File: src/rtl/sseg_mux_n_if.sv
// Bundle between user logic and the seven-segment driver.
// The bright field exists only when SSEG_DIM_EN is defined.
interface sseg_mux_n_if #(
    parameter int N_DIGITS = 4
);
    logic [4*N_DIGITS-1:0] hex;
    logic [N_DIGITS-1:0]   dp;
    logic [N_DIGITS-1:0]   blank;
`ifdef SSEG_DIM_EN
    logic [2:0]            bright;
`endif
    logic [N_DIGITS-1:0]   an;
    logic [7:0]            sseg;
    logic                  frame_tick;

`ifdef SSEG_DIM_EN
    modport master (
        output hex, dp, blank, bright,
        input  an, sseg, frame_tick
    );
    modport slave (
        input  hex, dp, blank, bright,
        output an, sseg, frame_tick
    );
`else
    modport master (
        output hex, dp, blank,
        input  an, sseg, frame_tick
    );
    modport slave (
        input  hex, dp, blank,
        output an, sseg, frame_tick
    );
`endif
endinterface

File: src/rtl/sseg_mux_n.sv
// N-digit multiplexed 7-seg driver: hex decode, blanking, dead time, frame snapshot.
// Optional brightness PWM enabled by defining SSEG_DIM_EN.
module sseg_mux_n #(
    parameter int N_DIGITS    = 4,
    parameter int SLOT_CYCLES = 65536,
    parameter int GAP_CYCLES  = 256
) (
    input  logic        clk,
    input  logic        reset,
    sseg_mux_n_if.slave bus
);
    localparam int IW   = (N_DIGITS > 1) ? $clog2(N_DIGITS) : 1;
    localparam int MAXC = (SLOT_CYCLES > GAP_CYCLES) ? SLOT_CYCLES : GAP_CYCLES;
    localparam int CW   = $clog2(MAXC);
    localparam logic [CW-1:0] GAP_LAST  = CW'(GAP_CYCLES - 1);
    localparam logic [CW-1:0] SLOT_LAST = CW'(SLOT_CYCLES - 1);
    localparam logic [IW-1:0] IDX_LAST  = IW'(N_DIGITS - 1);
`ifdef SSEG_DIM_EN
    localparam int SUB = SLOT_CYCLES / 8;
`endif

    typedef enum logic {S_GAP, S_ON} state_t;

    state_t                state_q, state_d;
    logic [IW-1:0]         idx_q, idx_d;
    logic [CW-1:0]         cnt_q, cnt_d;
    logic [4*N_DIGITS-1:0] hex_s_q, hex_s_d;
    logic [N_DIGITS-1:0]   dp_s_q, dp_s_d;
    logic [N_DIGITS-1:0]   blank_s_q, blank_s_d;
    logic [N_DIGITS-1:0]   an_q, an_d;
    logic [7:0]            sseg_q, sseg_d;
    logic                  tick_q, tick_d;
    logic [3:0]            nib;
    logic                  lit;
`ifdef SSEG_DIM_EN
    logic [2:0]            bright_s_q, bright_s_d;
`endif

    function automatic logic [6:0] decode(input logic [3:0] v);
        decode = 7'h7F;
        case (v)
            4'h0: decode = 7'h40;
            4'h1: decode = 7'h79;
            4'h2: decode = 7'h24;
            4'h3: decode = 7'h30;
            4'h4: decode = 7'h19;
            4'h5: decode = 7'h12;
            4'h6: decode = 7'h02;
            4'h7: decode = 7'h78;
            4'h8: decode = 7'h00;
            4'h9: decode = 7'h10;
            4'hA: decode = 7'h08;
            4'hB: decode = 7'h03;
            4'hC: decode = 7'h46;
            4'hD: decode = 7'h21;
            4'hE: decode = 7'h06;
            4'hF: decode = 7'h0E;
        endcase
    endfunction

    always_comb begin
        state_d   = state_q;
        idx_d     = idx_q;
        cnt_d     = cnt_q + 1'b1;
        hex_s_d   = hex_s_q;
        dp_s_d    = dp_s_q;
        blank_s_d = blank_s_q;
        tick_d    = 1'b0;
`ifdef SSEG_DIM_EN
        bright_s_d = bright_s_q;
`endif
        unique case (state_q)
            S_GAP: begin
                if (cnt_q == GAP_LAST) begin
                    state_d = S_ON;
                    cnt_d   = '0;
                    // Inputs are sampled once per frame so all digits agree
                    if (idx_q == '0) begin
                        hex_s_d   = bus.hex;
                        dp_s_d    = bus.dp;
                        blank_s_d = bus.blank;
                        tick_d    = 1'b1;
`ifdef SSEG_DIM_EN
                        bright_s_d = bus.bright;
`endif
                    end
                end
            end
            S_ON: begin
                if (cnt_q == SLOT_LAST) begin
                    state_d = S_GAP;
                    cnt_d   = '0;
                    idx_d   = (idx_q == IDX_LAST) ? '0 : idx_q + 1'b1;
                end
            end
        endcase

        // Outputs are registered from next state so they move with it
        nib = hex_s_d[int'(idx_d)*4 +: 4];
        lit = (state_d == S_ON) && !blank_s_d[idx_d];
`ifdef SSEG_DIM_EN
        lit = lit && (int'(cnt_d) < (int'(bright_s_d) + 1) * SUB);
`endif
        an_d   = '1;
        sseg_d = 8'hFF;
        if (lit) begin
            an_d[idx_d] = 1'b0;
            sseg_d      = {~dp_s_d[idx_d], decode(nib)};
        end
    end

    always_ff @(posedge clk or negedge reset) begin
        if (!reset) begin
            state_q   <= S_GAP;
            idx_q     <= '0;
            cnt_q     <= '0;
            hex_s_q   <= '0;
            dp_s_q    <= '0;
            blank_s_q <= '0;
            an_q      <= '1;
            sseg_q    <= 8'hFF;
            tick_q    <= 1'b0;
`ifdef SSEG_DIM_EN
            bright_s_q <= '0;
`endif
        end else begin
            state_q   <= state_d;
            idx_q     <= idx_d;
            cnt_q     <= cnt_d;
            hex_s_q   <= hex_s_d;
            dp_s_q    <= dp_s_d;
            blank_s_q <= blank_s_d;
            an_q      <= an_d;
            sseg_q    <= sseg_d;
            tick_q    <= tick_d;
`ifdef SSEG_DIM_EN
            bright_s_q <= bright_s_d;
`endif
        end
    end

    assign bus.an         = an_q;
    assign bus.sseg       = sseg_q;
    assign bus.frame_tick = tick_q;

endmodule

File: src/flat_wrapper.sv
// flat-port wrapper written by rule: the top's interface ports become plain ports
module sseg_mux_n_flat 
#(
    parameter int N_DIGITS    = 4,
    parameter int SLOT_CYCLES = 65536,
    parameter int GAP_CYCLES  = 256
)
  (clk, reset, bus_hex, bus_dp, bus_blank, bus_an, bus_sseg, bus_frame_tick);
  sseg_mux_n_if #(.N_DIGITS(N_DIGITS)) bus_i ();
  input  logic clk;
  input  logic reset;
  input wire logic [$bits(bus_i.hex)-1:0] bus_hex;
  input wire logic [$bits(bus_i.dp)-1:0] bus_dp;
  input wire logic [$bits(bus_i.blank)-1:0] bus_blank;
  output wire logic [$bits(bus_i.an)-1:0] bus_an;
  output wire logic [$bits(bus_i.sseg)-1:0] bus_sseg;
  output wire logic [$bits(bus_i.frame_tick)-1:0] bus_frame_tick;
  assign bus_i.hex = bus_hex;
  assign bus_i.dp = bus_dp;
  assign bus_i.blank = bus_blank;
  assign bus_an = bus_i.an;
  assign bus_sseg = bus_i.sseg;
  assign bus_frame_tick = bus_i.frame_tick;
  sseg_mux_n #(.N_DIGITS(N_DIGITS), .SLOT_CYCLES(SLOT_CYCLES), .GAP_CYCLES(GAP_CYCLES)) u_core (.clk(clk), .reset(reset), .bus(bus_i));
endmodule
File: config.mk
export PLATFORM = sky130hd
export DESIGN_NAME = sseg_mux_n_flat
export DESIGN_NICKNAME = d
export VERILOG_FILES = /design/src/rtl/sseg_mux_n_if.sv /design/src/rtl/sseg_mux_n.sv /design/src/flat_wrapper.sv
export SDC_FILE = /design/constraint.sdc
export NUM_CORES = 1
export LEC_CHECK = 0
export BUFFER_PORTS_ARGS = -buffer_cell sky130_fd_sc_hd__buf_4
export CAP_MARGIN = 40
export CORE_MARGIN = 3
export CORE_UTILIZATION = 60
export DETAILED_ROUTE_END_ITERATION = 12
export GPL_TIMING_DRIVEN = 1
export PLACE_DENSITY_LB_ADDON = 0.12
export SYNTH_ARGS = -nofsm -noshare
export SYNTH_HDL_FRONTEND = slang
export SYNTH_SLANG_ARGS = --single-unit
File: constraint.sdc
create_clock -name clk -period 5.1 [get_ports clk]
set_input_delay 0.765 -clock clk [delete_from_list [all_inputs] [get_ports clk]]
set_output_delay 0.765 -clock clk [all_outputs]
set_load 0.03 [all_outputs]
# Yosys cells after proc, flatten, opt, wreduce, memory -nomap -nowiden
# Memory sizes are Yosys's and may differ from the RTL's.
# Index checks and enable logic that the tools add are counted.
# W data, S select, Z words.
op_classes:
  n_addsub: 2
  n_mul: 0
  div_mod_pow: 0
  magnitude_cmp: 2
  n_eq_ne: 3
  shift: 1
  n_mux: 29
  bitwise_logic: 3
  reduce_logical: 4
ops:
  columns: ["cell", "count"]
  rows:
  - ["$mux W16", 5]
  - ["$pmux W16 S2", 1]
  - ["$mux W4", 7]
  - ["$add A16 B1 Y16 const B", 1]
  - ["$eq A16 B16 Y1 const B", 1]
  - ["$eq A16 B8 Y1 const B", 1]
  - ["$shiftx A16 B5 Y4", 1]
  - ["$mux W1", 8]
  - ["$mux W8", 1]
  - ["$mux W2", 3]
  - ["$bmux W1 S2", 2]
  - ["$not A4 Y4", 1]
  - ["$lt A2 B3 Y1 const B", 1]
  - ["$add A2 B1 Y2 const B", 1]
  - ["$demux W1 S2", 1]
  - ["$eq A2 B2 Y1 const B", 1]
  - ["$ge A2 B1 Y1 const B", 1]
  - ["$logic_and A1 B1 Y1", 2]
  - ["$logic_not A2 Y1", 1]
  - ["$not A1 Y1", 2]
  - ["$pmux W1 S2", 1]
  - ["$logic_not A1 Y1", 1]
totals:
  ff_bits: 56
  latch_bits: 0
  ramBits: 0
  mem_bits_ro: 112
  input_bits: 26
  memories: 1
memory_table:
  columns: ["name", "depth", "word_bits", "rd", "rd_ports_with_merged_regs", "wr", "line", "source"]
  rows:
  - ["(no name shown)", 16, 7, 1, 0, 0, "sseg_mux_n.sv:41", "case (v)"]

# Logic depth before layout (Yosys ltp)
# Gate-level depths: netlist of run 1.
logic_depth:
  depth_word: 10
  ltp_mapped: 15
  mapped_depth_nobuf: 13

# Least setup slack after synthesis of run 1
# Ideal clock, no wire load.
synth_path:
  path_kind: "reg-to-reg"
  start: "reg u_core.cnt_q[4]"
  end: "reg u_core.sseg_q[5], in the netlist u_core.bus.sseg[5]"
  setup_time_ps: 100
  arrival_time_ps: 2817
  required_ps: 5000
  setup_slack_ps: 2182
  stages_incl_launch_ff: 11
  synth_period_minus_slack_ps: 2918
  path_cell_list: "dfrtp_1 -> nand4_4 -> nor4_4 -> mux2i_1 -> buf_2 -> mux2i_2 -> inv_1 -> ha_1 -> mux2_1 -> nand2_1 -> o211ai_1"
synth_via:
  elab_chain_len: 8
  word_cells_on_any_way: 18
  cone_classes: "2 x eq/ne; 1 x shift; 12 x mux; 2 x reduce/logical; 1 x memory"
synth_rtl:
  columns: ["element", "line", "source"]
  rows:
  - ["start, declared", "sseg_mux_n.sv:26", "logic [CW-1:0] cnt_q, cnt_d;"]
  - ["start signal, assigned", "sseg_mux_n.sv:129", "cnt_q <= cnt_d;"]
  - ["parallel branches: the longest is 7 deep, another holds $mem_v2 Z16 W7", null, null]
  - ["$mux W8 *", "sseg_mux_n.sv:106", "if (lit) begin"]
  - ["via u_core.sseg_d[5]", "sseg_mux_n.sv:31", "logic [7:0] sseg_q, sseg_d;"]
  - ["end signal, assigned", "sseg_mux_n.sv:134", "sseg_q <= sseg_d;"]
  - ["end, declared", "sseg_mux_n.sv:31", null]
# Mark *: on every way through the listed nets, which the timed path passes. The select of a mux whose other input is x is not followed.

# Final worst setup path of run 1
layout_path:
  start: "reg u_core.cnt_q[4]"
  end: "reg u_core.sseg_q[3], in the netlist u_core.bus.sseg[3]"
# Same word-level chain as after synthesis.

==> results of run 1 <==
[kinds of logic after synthesis]
logic type | count (synthesis) | share of synthesized area (%)
XOR/XNOR | 14 | 4.37
flip-flops | 56 | 50.4
multiplexers | 24 | 9.35
buffers and inverters | 21 | 3.70
AND/OR/NAND/NOR | 109 | 21.0
adder cells (fa/ha/maj) | 9 | 4.01
AO/OA/AOI/OAI | 28 | 7.17
[metal layers]
layer / global-route usage, % / part of all wire, % / routed length (microns) / vias to the layer above
met5: 0 / 0 / 0 / -
met4: 7.51 / 1.7 / 90 / 0
met2: 32.9 / 45 / 2450 / 53
met3: 4.46 / 5.7 / 308 / 9
li1: - / - / - / 987
met1: 32.5 / 48 / 2600 / 991
[cells in the final DEF, fill, tap and decap left out, types with 2 or more instances in the layout]
master	Yosys	layout
nand2_1	38	38
nand4_4	2	2
and3_1	4	4
mux2i_2	2	2
buf_4	2	40
dfstp_2	12	12
nor2_1	22	22
ha_1	9	9
or3_1	2	2
xor2_1	6	6
and4_1	2	2
nand3_1	20	20
xnor2_1	8	8
o211ai_1	4	4
mux2i_1	10	10
o221ai_1	3	3
nor3_1	2	2
o21ai_0	12	12
inv_1	11	11
mux2_2	11	11
clkbuf_1	2	2
dfrtp_1	44	44
clkinv_1	2	2
clkbuf_8	0	6
nand4_1	9	9
[path summary, 6_finish.rpt]
check	start	to
worst min-delay path	u_core.dp_s_q[0]	u_core.dp_s_q[0]
worst min register to register	u_core.dp_s_q[0]	u_core.dp_s_q[0]
max in group asynchronous	reset	u_core.cnt_q[12]
worst max-delay path	u_core.cnt_q[4]	u_core.bus.sseg[3]
worst max register to register	u_core.cnt_q[4]	u_core.bus.sseg[3]
min in group asynchronous	reset	u_core.cnt_q[3]
[final cells by class]
class | instances | area [sq um] | share of cell area (%)
clock buffers | 8 | 90.1 | 2.81
inverters | 13 | 48.8 | 1.52
multi-input cells | 184 | 1290 | 40.2
flip-flops and latches | 56 | 1420 | 44.1
well taps | 52 | 65.1 | 2.03
repair buffers | 40 | 300 | 9.36
[stage by stage]
step           util (%)  hold slack, ns  power [mW]
2_1_floorplan         -           0.429       0.453
3_3_place_gp       70.2           0.444       0.476
3_5_place_dp       70.2           0.451       0.476
4_1_cts            72.2           0.475       0.720
5_1_grt            72.2           0.500       0.739
6_report           72.2           0.472       0.713
[registers in the layout, indices dropped and copies added (netlist names)]
signal,flops
u_core.hex_s_q,16
u_core.state_q,1
u_core.blank_s_q,4
u_core.idx_q,2
u_core.dp_s_q,4
u_core.bus.sseg,8
u_core.bus.frame_tick,1
u_core.cnt_q,16
u_core.bus.an,4
[report_power, final]
part | leakage, nW | switching (mW) | internal [mW]
clock | 0.0455 | 0.135 | 0.111
sequential | 0.659 | 0 | 0.444
combinational | 0.713 | 0.0108 | 0.0121
[worst max-delay path, delay by kind of cell (launching register included)]
| family | cells | cell delay, ns |
|---|---|---|
| AO/OA/AOI/OAI | 2 | 0.28 |
| buffers and inverters | 4 | 0.78 |
| multiplexers | 3 | 0.76 |
| adder cells (fa/ha/maj) | 1 | 0.31 |
| AND/OR/NAND/NOR | 3 | 0.67 |
| flip-flops | 1 | 0.47 |
==> PnR_summary.wiki, run 1 <==
{| class="wikitable"
! Metric !! Value
|-
| Most common library cells after synthesis || 44 x dfrtp_1, 38 x nand2_1, 22 x nor2_1
|-
| CP Max Fanout || 13
|-
| Overall Global Routing Usage || between 20 and 25%
|-
| Antenna violations before repair || 0
|-
| Overflow after GRT || 0
|-
| Unrepaired setup endpoints after global routing || no
|-
| Area of the placeable core || between 4000 and 5000 sq um
|-
| Final cycle utilization of the critical path || 64.9%
|-
| Pre-CTS setup slack || 1.79 ns
|-
| Number of register bits inferred by synthesis || 56
|-
| Cell variety after synth || 44
|-
| Initial cell density of the core || ~63%
|-
| First-pass GRT wire length || 9270 microns
|-
| Clock transition at the registers of the reported paths || approximately 0.09 ns
|-
| Kind of launch point of the worst setup path || register
|-
| Post-synthesis instance area || approximately 2800 sq um
|-
| Via count of the first global-routing pass || around 1900
|-
| Nets@finish || ~340
|-
| Arrival time of the worst setup path || 3.55 ns
|-
| Setup tns final || 0 ns
|-
| Clock Skews || 0.00353 ns
|-
| Postcts setup bufs || 0
|-
| Post-CTS Resized || 0
|-
| Final std cells w/o fill || ~350
|-
| Worst-case reg-to-reg path depth || 13
|-
| Cell leakage power || about 1.4 nW
|-
| Least-Margin Pin Slew || slightly below 0.8 ns
|-
| Hold buffer count at CTS || 0
|-
| Post-place instance area || around 3100 sq um
|-
| Antenna-violating nets left || 0
|-
| Quantity of I/O buffers inserted on ports || 38
|-
| Deepest level of the CTS H-tree || 2
|-
| Slowest-stage cell, CP || dfrtp_1
|-
| Number of search-and-repair iterations in the first detailed-routing pass || 4
|-
| Share of synthesized flip-flops with an asynchronous set or reset || 100%
|-
| Slew Viols, Final || 0
|-
| Ports || 39
|-
| Buffer cell driving the clock tree root || clkbuf_8
|-
| Critical path capture point type || register
|-
| Pin count of the biggest net entering global routing || 57
|-
| Fill count || roughly 350
|-
| Internal reg-to-reg setup slack || 1.79 ns
|-
| N_diodes || 0
|-
| CP Class || register to register
|-
| DRT Wirelength || about 5400 microns
|-
| Endpoint required time on the critical path || about 5.4 ns
|-
| Clock insertion delay at the later pin of the skew report || 0.31 ns
|-
| Gate count of the mapped netlist || around 260
|-
| Final weighted congestion of routability-driven global placement || slightly below 0.9
|-
| Mean cell area of the mapped netlist || around 11 sq um
|-
| Total die area || approximately 5500 sq um
|-
| Fmax || between 300 and 400 MHz
|-
| Predominant post-synthesis flop cell || dfrtp_1
|-
| Number of core rows || 24
|-
| Cell depth of the worst hold path || 2
|-
| Max IR drop VDD || 0.192 mV
|-
| Layout Cell Area excl Fill || ~3200 sq um
|-
| Max-cap violations || 0
|-
| Cts bufs inserted || 5
|-
| Number of synthesized flops with an enable pin || 0
|-
| Number of design-rule violations left by the first detailed-router iteration || ~110
|-
| Post-synth top area cell || dfrtp_1
|-
| Result of the run || complete, no violations
|-
| Fraction of final layout cells sized beyond drive strength 1 || between 20% and 30%
|-
| Most common cell in the netlist || dfrtp_1
|-
| Vias per inst || approximately 5.8
|-
| Cell area power density || 222 nW/um^2
|-
| Final setup violation count || 0
|-
| Critical Path, Cell by Cell || nand4_4, nor4_4, mux2i_1, buf_4, clkinv_1, mux2i_1, mux2i_2, inv_1, ha_1, inv_1, o21ai_0, nand3_1, a21bo_1
|-
| Number of clock sinks || 56
|-
| Count of vias placed by the detailed router || a little over 2000
|-
| Worst hold path type || register to register
|-
| Peak per-stage delay on the critical path || 0.47 ns
|-
| Syn. warnings || 0
|-
| Number of hold-slack violations in the final timing report || 0
|-
| Max transition margin || about 48%
|-
| Die Wd || about 74 microns
|-
| Share of synthesized area occupied by flip-flops and latches || between 50% and 60%
|-
| Tmin final || roughly 3.3 ns
|-
| Clock tree buffer depth || 2
|-
| Relative area change from synthesis to final layout || 14.3%
|-
| Area contributors post-synth || dfrtp_1 39%, dfstp_2 11%, nand2_1 5.1%
|-
| Post-synth top area share || 39.2%
|-
| Clock tree from TritonCTS || yes
|-
| Post-detailed-route DRC marker count || 0
|-
| Post-DR wirelength/cell || 15.4 microns
|-
| Final HPWL DP || just under 4000 microns
|-
| Number of placed instances with taps included || roughly 350
|-
| Die boundary height || between 70 and 80 microns
|-
| Least setup slack across all paths after layout || ~1.8 ns
|-
| Syn Nets || between 200 and 300
|}
Power figures use the tool's default switching activity.
==> run 2: changes to the inputs <==
- ABC_AREA: default -> 1
- CORE_UTILIZATION: 60 -> 58
- clock period: 5.1 -> 3.4 ns (I/O delays scaled with it)
==> run 2 against run 1 <==
First-iteration DRC count increased by 1.9%. Synthesized cell count increased by 46%. Highest routed layer unchanged. Combinational power increased by 61%. Routed wire length increased by 16%. Die area increased by 18%. Cell area increased by 14%. Largest power group unchanged. Largest cell class is now multi-input gates. Critical path type unchanged. Sequential share of layout area decreased by 5.4 points.
==> PnR_summary.wiki, run 2 <==
{| class="wikitable"
! Metric !! Value
|-
| Result of the run || complete, no violations
|-
| Internal power component || 853 uW (+50%)
|-
| Cell mode on critical path || nand3_1
|-
| Main combinational cell family by area after synthesis || simple AND/OR/NAND/NOR gates
|-
| Count of vias placed by the detailed router || 2465 (+21%)
|-
| Tmin final || 2.56 ns (-0.750 ns)
|-
| Number of clock sinks || 56 (unchanged)
|-
| Critical path capture point type || register
|-
| Post-synth top area cell || dfrtp_1
|-
| Max-cap violations || 0 (unchanged)
|-
| Fmax || 391 MHz (+29%)
|-
| Least-Margin Pin Slew || 0.697 ns (-0.0861 ns)
|-
| Kind of launch point of the worst setup path || register
|-
| R2r endpoint || u_core.bus.sseg[0]
|-
| Post-DR wirelength/cell || 12.8 microns (-17%)
|-
| Endpoint required time on the critical path || 3.65 ns (-1.70 ns)
|-
| Synthesized-area fraction occupied by xor and xnor cells || 1.62% (-2.7 points)
|-
| Max transition margin || 53.5% (+5.9 points)
|-
| Total power draw || 1.08 mW (+52%)
|-
| Deepest level of the CTS H-tree || 2 (unchanged)
|-
| Overall Global Routing Usage || 21.5% (-0.68 points)
|-
| Post-synth top area share || 33.9% (-5.3 points)
|-
| Number of search-and-repair iterations in the first detailed-routing pass || 5 (+1)
|-
| Syn. warnings || 0 (unchanged)
|-
| N_diodes || 0 (unchanged)
|-
| Syn Nets || 417 (+41%)
|-
| DRT Wirelength || 6310 microns (+16%)
|-
| Cell variety after synth || 36 (-18%)
|-
| Clock tree from TritonCTS || yes
|-
| Vias per inst || 5.00 (-13%)
|-
| Worst hold path type || input pin to asynchronous set/reset pin
|-
| Slew Viols, Final || 0 (unchanged)
|-
| Area fraction in compound gates after synthesis || 2.93% (-4.2 points)
|-
| Peak per-stage delay on the critical path || 0.38 ns (-0.09 ns)
|-
| Number of design-rule violations left by the first detailed-router iteration || 107 (+1.9%)
|-
| Unrepaired setup endpoints after global routing || no
|-
| Share of synthesized cell area in full adder, half adder and majority cells || 3.47% (-0.54 points)
|-
| Internal reg-to-reg setup slack || 0.84 ns (-0.95 ns)
|-
| Clock Skews || 0.00914 ns (+0.00561 ns)
|-
| Combinational fraction of design power || 3.4% (+0.2 points)
|-
| Area of the placeable core || 5270 sq um (+19%)
|-
| Top library cells by usage in the layout, fill and taps aside || 116 x nand2_1, 44 x dfrtp_1, 43 x inv_1, 38 x buf_4, 28 x nand3_1
|-
| Setup tns final || 0 ns (unchanged)
|-
| First-pass GRT wire length || 11000 microns (+19%)
|-
| Clock insertion delay at the later pin of the skew report || 0.31 ns (about the same)
|-
| Most common library cells after synthesis || 116 x nand2_1, 44 x dfrtp_1, 43 x inv_1
|-
| Initial cell density of the core || 61.6% (-1.6 points)
|-
| Final cycle utilization of the critical path || 75.2% (+10 points)
|-
| Cell area power density || 296 nW/um^2 (+33%)
|-
| Total die area || 6530 sq um (+18%)
|-
| Nets@finish || 457 (+36%)
|-
| Gate count of the mapped netlist || 382 (+46%)
|-
| Area contributors post-synth || dfrtp_1 34%, nand2_1 13%, dfstp_2 9.7%
|-
| Hold buffer count at CTS || 0 (unchanged)
|-
| Clock transition at the registers of the reported paths || 0.10 ns (about the same)
|-
| Share of synthesized flip-flops with an asynchronous set or reset || 100% (unchanged)
|-
| Number of hold-slack violations in the final timing report || 0 (unchanged)
|-
| Slowest-stage cell, CP || dfrtp_1
|-
| Postcts setup bufs || 0 (unchanged)
|-
| CP Class || register to register
|-
| Post-synthesis instance area || 3250 sq um (+16%)
|-
| Cell leakage power || 1.86 nW (+31%)
|-
| Antenna violations before repair || 0 (unchanged)
|-
| Number of synthesized flops with an enable pin || 0 (unchanged)
|-
| Portion of netlist area occupied by mux cells || 0% (-9.4 points)
|-
| Die boundary height || 80.8 microns (+8.6%)
|-
| Seq pwr share || 61.6% (-0.7 points)
|-
| CP Max Fanout || 11 (-2)
|-
| Share of synthesized area occupied by flip-flops and latches || 43.6% (-6.8 points)
|-
| Antenna-violating nets left || 0 (unchanged)
|-
| Predominant post-synthesis flop cell || dfrtp_1
|-
| Pin count of the biggest net entering global routing || 57 (unchanged)
|-
| Number of register bits inferred by synthesis || 56 (unchanged)
|-
| Clock share of power || 35.0% (+0.5 points)
|-
| Via count of the first global-routing pass || 2399 (+25%)
|-
| Most common cell in the netlist || nand2_1
|-
| Power spent charging and discharging nets || 230 uW (+57%)
|-
| Fraction of final layout cells sized beyond drive strength 1 || 27.2% (-0.056 points)
|-
| Buffer cell driving the clock tree root || clkbuf_8
|-
| Cts bufs inserted || 5 (unchanged)
|-
| Die Wd || 80.8 microns (+8.6%)
|-
| Max IR drop VDD || 0.282 mV (+47%)
|-
| Mean cell area of the mapped netlist || 8.50 sq um (-21%)
|-
| Switching power as a share of total power || 21.2% (+0.76 points)
|-
| Final setup violation count || 0 (unchanged)
|-
| Post-detailed-route DRC marker count || 0 (unchanged)
|-
| Area fraction in and, or, nand and nor cells after synthesis || 40.8% (+20 points)
|-
| R2R Path Start || u_core.cnt_q[0]
|-
| Post-CTS Resized || 0 (unchanged)
|-
| Clock tree buffer depth || 2 (unchanged)
|-
| Ports || 39 (unchanged)
|-
| Critical Path, Cell by Cell || ha_1, nand3_4, nor2_8, nand3_4, nand2_2, nand2_4, nor2_4, nand2_1, and2_4, nand2_4, ha_1, inv_1, nand3_1, nand3_1, nand3_1
|-
| Relative area change from synthesis to final layout || 12.7%
|-
| Quantity of I/O buffers inserted on ports || 38 (unchanged)
|-
| Worst-case reg-to-reg path depth || 15 (+2)
|-
| Arrival time of the worst setup path || 2.80 ns (-0.75 ns)
|-
| Number of core rows || 26 (+8.3%)
|-
| Overflow after GRT || 0 (unchanged)
|-
| Final HPWL DP || 4620 microns (+16%)
|-
| Most frequent standard cell in the layout excluding fill and tap cells || nand2_1
|-
| Final weighted congestion of routability-driven global placement || 0.890 (+2.9%)
|}
run 2: metal layers:
layer  GRT usage (%)  wire length [microns]  up-vias
met5               0                      0        -
met4            5.41                     51        0
met1            31.1                   3010     1138
li1                -                      -     1272
met3            3.88                    322        4
met2            33.3                   2920       51
run 2: cells by family after synthesis:
| kind of cell | Yosys count |
|---|---|
| flip-flops | 56 |
| AO/OA/AOI/OAI | 16 |
| adder cells (fa/ha/maj) | 9 |
| XOR/XNOR | 6 |
| buffers and inverters | 55 |
| AND/OR/NAND/NOR | 240 |
run 2: layout make-up:
class                      count  area (sq um)
clock buffer                   6          82.6
clock inverter                 2          13.8
fill                         446          1610
multi-input combinational    271          1590
tap                           70          87.6
inverter                      50           188
sequential                    56          1420
timing repair buffer          38           285
run 2: power groups by stage:
| stage | Sequential [mW] | Clock (mW) | Combinational (mW) |
|---|---|---|---|
| after floorplan | 0.680 | 0 | 0.00224 |
| final | 0.667 | 0.379 | 0.0368 |
| after global placement | 0.680 | 0 | 0.0382 |
| after global routing | 0.667 | 0.420 | 0.0422 |
| after CTS | 0.667 | 0.393 | 0.0381 |
| after detailed placement | 0.680 | 0 | 0.0380 |
run 2: how the worst max path moves through the flow:
| stage | startpoint | endpoint | cells past startpoint |
|---|---|---|---|
| 5_1_grt | u_core.cnt_q[0] | u_core.bus.sseg[3] | 15 |
| 4_1_cts | u_core.cnt_q[0] | u_core.bus.sseg[0] | 15 |
| 2_1_floorplan | u_core.cnt_q[0] | u_core.bus.sseg[0] | 16 |
| 3_3_place_gp | u_core.cnt_q[0] | u_core.bus.sseg[1] | 13 |
| 6_report | u_core.cnt_q[0] | u_core.bus.sseg[0] | 15 |
| 3_5_place_dp | u_core.cnt_q[0] | u_core.bus.sseg[0] | 15 |
run 2: per-stage QoR:
stage / util (%) / instances / hold slack, ns / cell area [sq um] / worst slack [ns]
after global routing: 69.4 / 493 / 0.291 / 3660 / 0.550
after global placement: 67.6 / 485 / 0.443 / 3560 / 0.916
after floorplan: - / 382 / 0.214 / 3250 / 1.12
after detailed placement: 67.6 / 485 / 0.453 / 3560 / 0.867
after CTS: 69.4 / 493 / 0.266 / 3660 / 0.839
final: 69.4 / 493 / 0.245 / 3660 / 0.842
run 2: critical path: cells and delay by family, from the launching register on:
family        cells  cell delay (ns)
buf+inv           1             0.07
flops             1             0.38
simple gates     12             1.59
fa+ha+maj         2             0.43
==> run 3: changes to the inputs <==
- ABC_AREA: 1 -> 0
- CORE_UTILIZATION: 58 -> 57
- clock period: 3.4 -> 2.6 ns (I/O delays scaled with it)
==> run 3 against run 2 <==
The run now ends with negative setup slack left. Worst hold slack lost 0.13 ns. Sequential power grew 31%. Utilization grew 14 points. Sequential share of layout area shrank 1.6 points. Fmax shrank 6.7%. Clock power grew 32%. Critical path type unchanged.
==> PnR_summary.wiki, run 3 (synthesis results as in run 1) <==
{| class="wikitable"
! Metric !! Value
|-
| Result of the run || complete, but fails checks
|-
| Failing checks || negative setup slack
|-
| Pre-CTS setup slack || -0.125 ns (-0.992 ns)
|-
| First-pass GRT wire length || 11400 microns (+3.1%)
|-
| Via count of the first global-routing pass || 2388 (-0.46%)
|-
| Final HPWL DP || 4820 microns (+4.5%)
|-
| Clock Skews || 0.00801 ns (-0.00113 ns)
|-
| Register cell area after layout || 1420 sq um (about the same)
|-
| Endpoint required time on the critical path || 2.86 ns (-0.79 ns)
|-
| Unrepaired setup endpoints after global routing || yes
|-
| Nets@finish || 391 (-14%)
|-
| Critical Path, Cell by Cell || ha_2, nand4_1, nor4_4, mux2i_2, clkinv_2, mux2i_1, mux2i_4, inv_2, ha_1, inv_1, o21ai_0, nand3_1, a21bo_1
|-
| Count of vias placed by the detailed router || 2386 (-3.2%)
|-
| Fmax || 365 MHz (-6.7%)
|-
| DRT Wirelength || 6960 microns (+10%)
|-
| Max transition margin || 53.3% (-0.20 points)
|-
| Top library cells by usage in the layout, fill and taps aside || 92 x buf_4, 43 x dfrtp_1, 37 x nand2_1, 22 x nor2_1, 18 x nand3_1
|-
| Peak per-stage delay on the critical path || 0.37 ns (about the same)
|-
| Least-Margin Pin Slew || 0.700 ns (+0.00297 ns)
|-
| Fraction of final layout cells sized beyond drive strength 1 || 44.3% (+17 points)
|-
| Number of hold-slack violations in the final timing report || 0 (unchanged)
|-
| Arrival time of the worst setup path || 3.00 ns (+0.20 ns)
|-
| Worst hold path type || input pin to asynchronous set/reset pin
|-
| Overall Global Routing Usage || 24.1% (+2.6 points)
|-
| Cell area power density || 372 nW/um^2 (+26%)
|-
| Most frequent standard cell in the layout excluding fill and tap cells || buf_4
|-
| Number of design-rule violations left by the first detailed-router iteration || 229 (+110%)
|-
| Post-DR wirelength/cell || 16.5 microns (+29%)
|-
| Max IR drop VDD || 0.338 mV (+20%)
|-
| Antenna violations before repair || 0 (unchanged)
|-
| Cell leakage power || 1.74 nW (-6.2%)
|-
| Number of core rows || 24 (-7.7%)
|-
| Slowest-stage cell, CP || dfrtp_1
|-
| Relative area change from synthesis to final layout || 35.9%
|-
| Clock insertion delay at the later pin of the skew report || 0.31 ns (about the same)
|-
| Die Wd || 76.2 microns (-5.7%)
|-
| Area of the placeable core || 4560 sq um (-13%)
|-
| Clock tree buffer depth || 2 (unchanged)
|-
| Slew Viols, Final || 0 (unchanged)
|-
| Antenna-violating nets left || 0 (unchanged)
|-
| Layout Cell Area excl Fill || 3820 sq um (+4.3%)
|-
| Final weighted congestion of routability-driven global placement || 0.904 (+1.5%)
|-
| Final cycle utilization of the critical path || 105% (+30 points)
|-
| Post-place instance area || 3580 sq um (+0.60%)
|-
| Buffer cell driving the clock tree root || clkbuf_8
|-
| Number of clock sinks || 56 (unchanged)
|-
| Kind of launch point of the worst setup path || register
|-
| Max-cap violations || 0 (unchanged)
|-
| Critical path capture point type || register
|-
| Post-detailed-route DRC marker count || 0 (unchanged)
|-
| Fill count || 274 (-39%)
|-
| N_diodes || 0 (unchanged)
|-
| Die boundary height || 76.2 microns (-5.7%)
|-
| Total die area || 5810 sq um (-11%)
|-
| Final setup violation count || 6 (+6)
|-
| Footprint of the multi-input gates || 1420 sq um (-10%)
|-
| Total power draw || 1.42 mW (+31%)
|-
| Pin count of the biggest net entering global routing || 57 (unchanged)
|-
| Number of search-and-repair iterations in the first detailed-routing pass || 5 (unchanged)
|-
| CP Max Fanout || 5 (-6)
|-
| Overflow after GRT || 0 (unchanged)
|-
| Ports || 39 (unchanged)
|-
| CP Class || register to register
|-
| Tmin final || 2.74 ns (+0.184 ns)
|-
| Clock tree from TritonCTS || yes
|-
| Initial cell density of the core || 61.5% (-0.069 points)
|-
| Vias per inst || 5.65 (+13%)
|-
| Quantity of I/O buffers inserted on ports || 38 (unchanged)
|-
| Setup tns final || -0.473 ns (-0.473 ns)
|-
| Clock transition at the registers of the reported paths || 0.10 ns (about the same)
|-
| Deepest level of the CTS H-tree || 2 (unchanged)
|-
| Cts bufs inserted || 5 (unchanged)
|-
| Least setup slack across all paths after layout || -0.143 ns (-0.984 ns)
|}
run 3: metal layers:
metal | vias up | GRT usage (%) | routed length, microns
met5 | - | 0 | 0
met4 | 0 | 5.25 | 98
met3 | 17 | 4.61 | 389
met2 | 107 | 40.0 | 3500
met1 | 1163 | 33.0 | 2970
li1 | 1099 | - | -
run 3: worst paths after layout:
path	depth (start not counted)	start	slack [ns]	end
worst max-delay path	13	u_core.cnt_q[0]	-0.14	u_core.bus.sseg[3]
worst min-delay path	1	reset	0.11	u_core.cnt_q[11]
worst max register to register	13	u_core.cnt_q[0]	-0.14	u_core.bus.sseg[3]
worst min register to register	2	u_core.dp_s_q[3]	0.47	u_core.dp_s_q[3]
max in group asynchronous	1	reset	2.00	u_core.cnt_q[12]
min in group clk	3	bus_dp[1]	0.29	u_core.dp_s_q[1]
run 3: power breakdown:
group          leakage (nW)  total, mW  internal [mW]  switching (mW)
combinational          1.03     0.0465         0.0239          0.0226
sequential            0.657      0.871          0.871               0
clock                0.0510      0.501          0.214           0.288
total                  1.74       1.42           1.11           0.310
run 3: metrics by stage:
step,util (%),std cells,hold WS (ns)
finish,83.6,422,0.114
global route,83.6,422,0.158
CTS,82.2,419,0.142
detailed placement,78.5,404,0.455
global placement,78.5,404,0.444
floorplan,-,261,0.0944
run 3: final cells by class:
class	instances	area share (%)
clock buffers	6	2.16
repair buffers	96	19.7
well taps	65	2.13
flip-flops and latches	56	37.1
clock inverters	2	0.262
multi-input cells	184	37.3
inverters	13	1.31
run 3: timing repair:
action / CTS / global route
resized for setup: 4 / 10
hold buffers: 0 / 0
setup endpoints to repair: 7 / 9
setup buffers: 7 / 3
pin swaps: 3 / 1
run 3: critical path, delay by kind of cell, from the launching register on:
| family | cells | cell delay, ns |
|---|---|---|
| DFF | 1 | 0.37 |
| muxes | 3 | 0.72 |
| buffers and inverters | 3 | 0.28 |
| AOI/OAI and AO/OA | 2 | 0.28 |
| and+or+nand+nor | 3 | 0.54 |
| adders and majority gates | 2 | 0.49 |
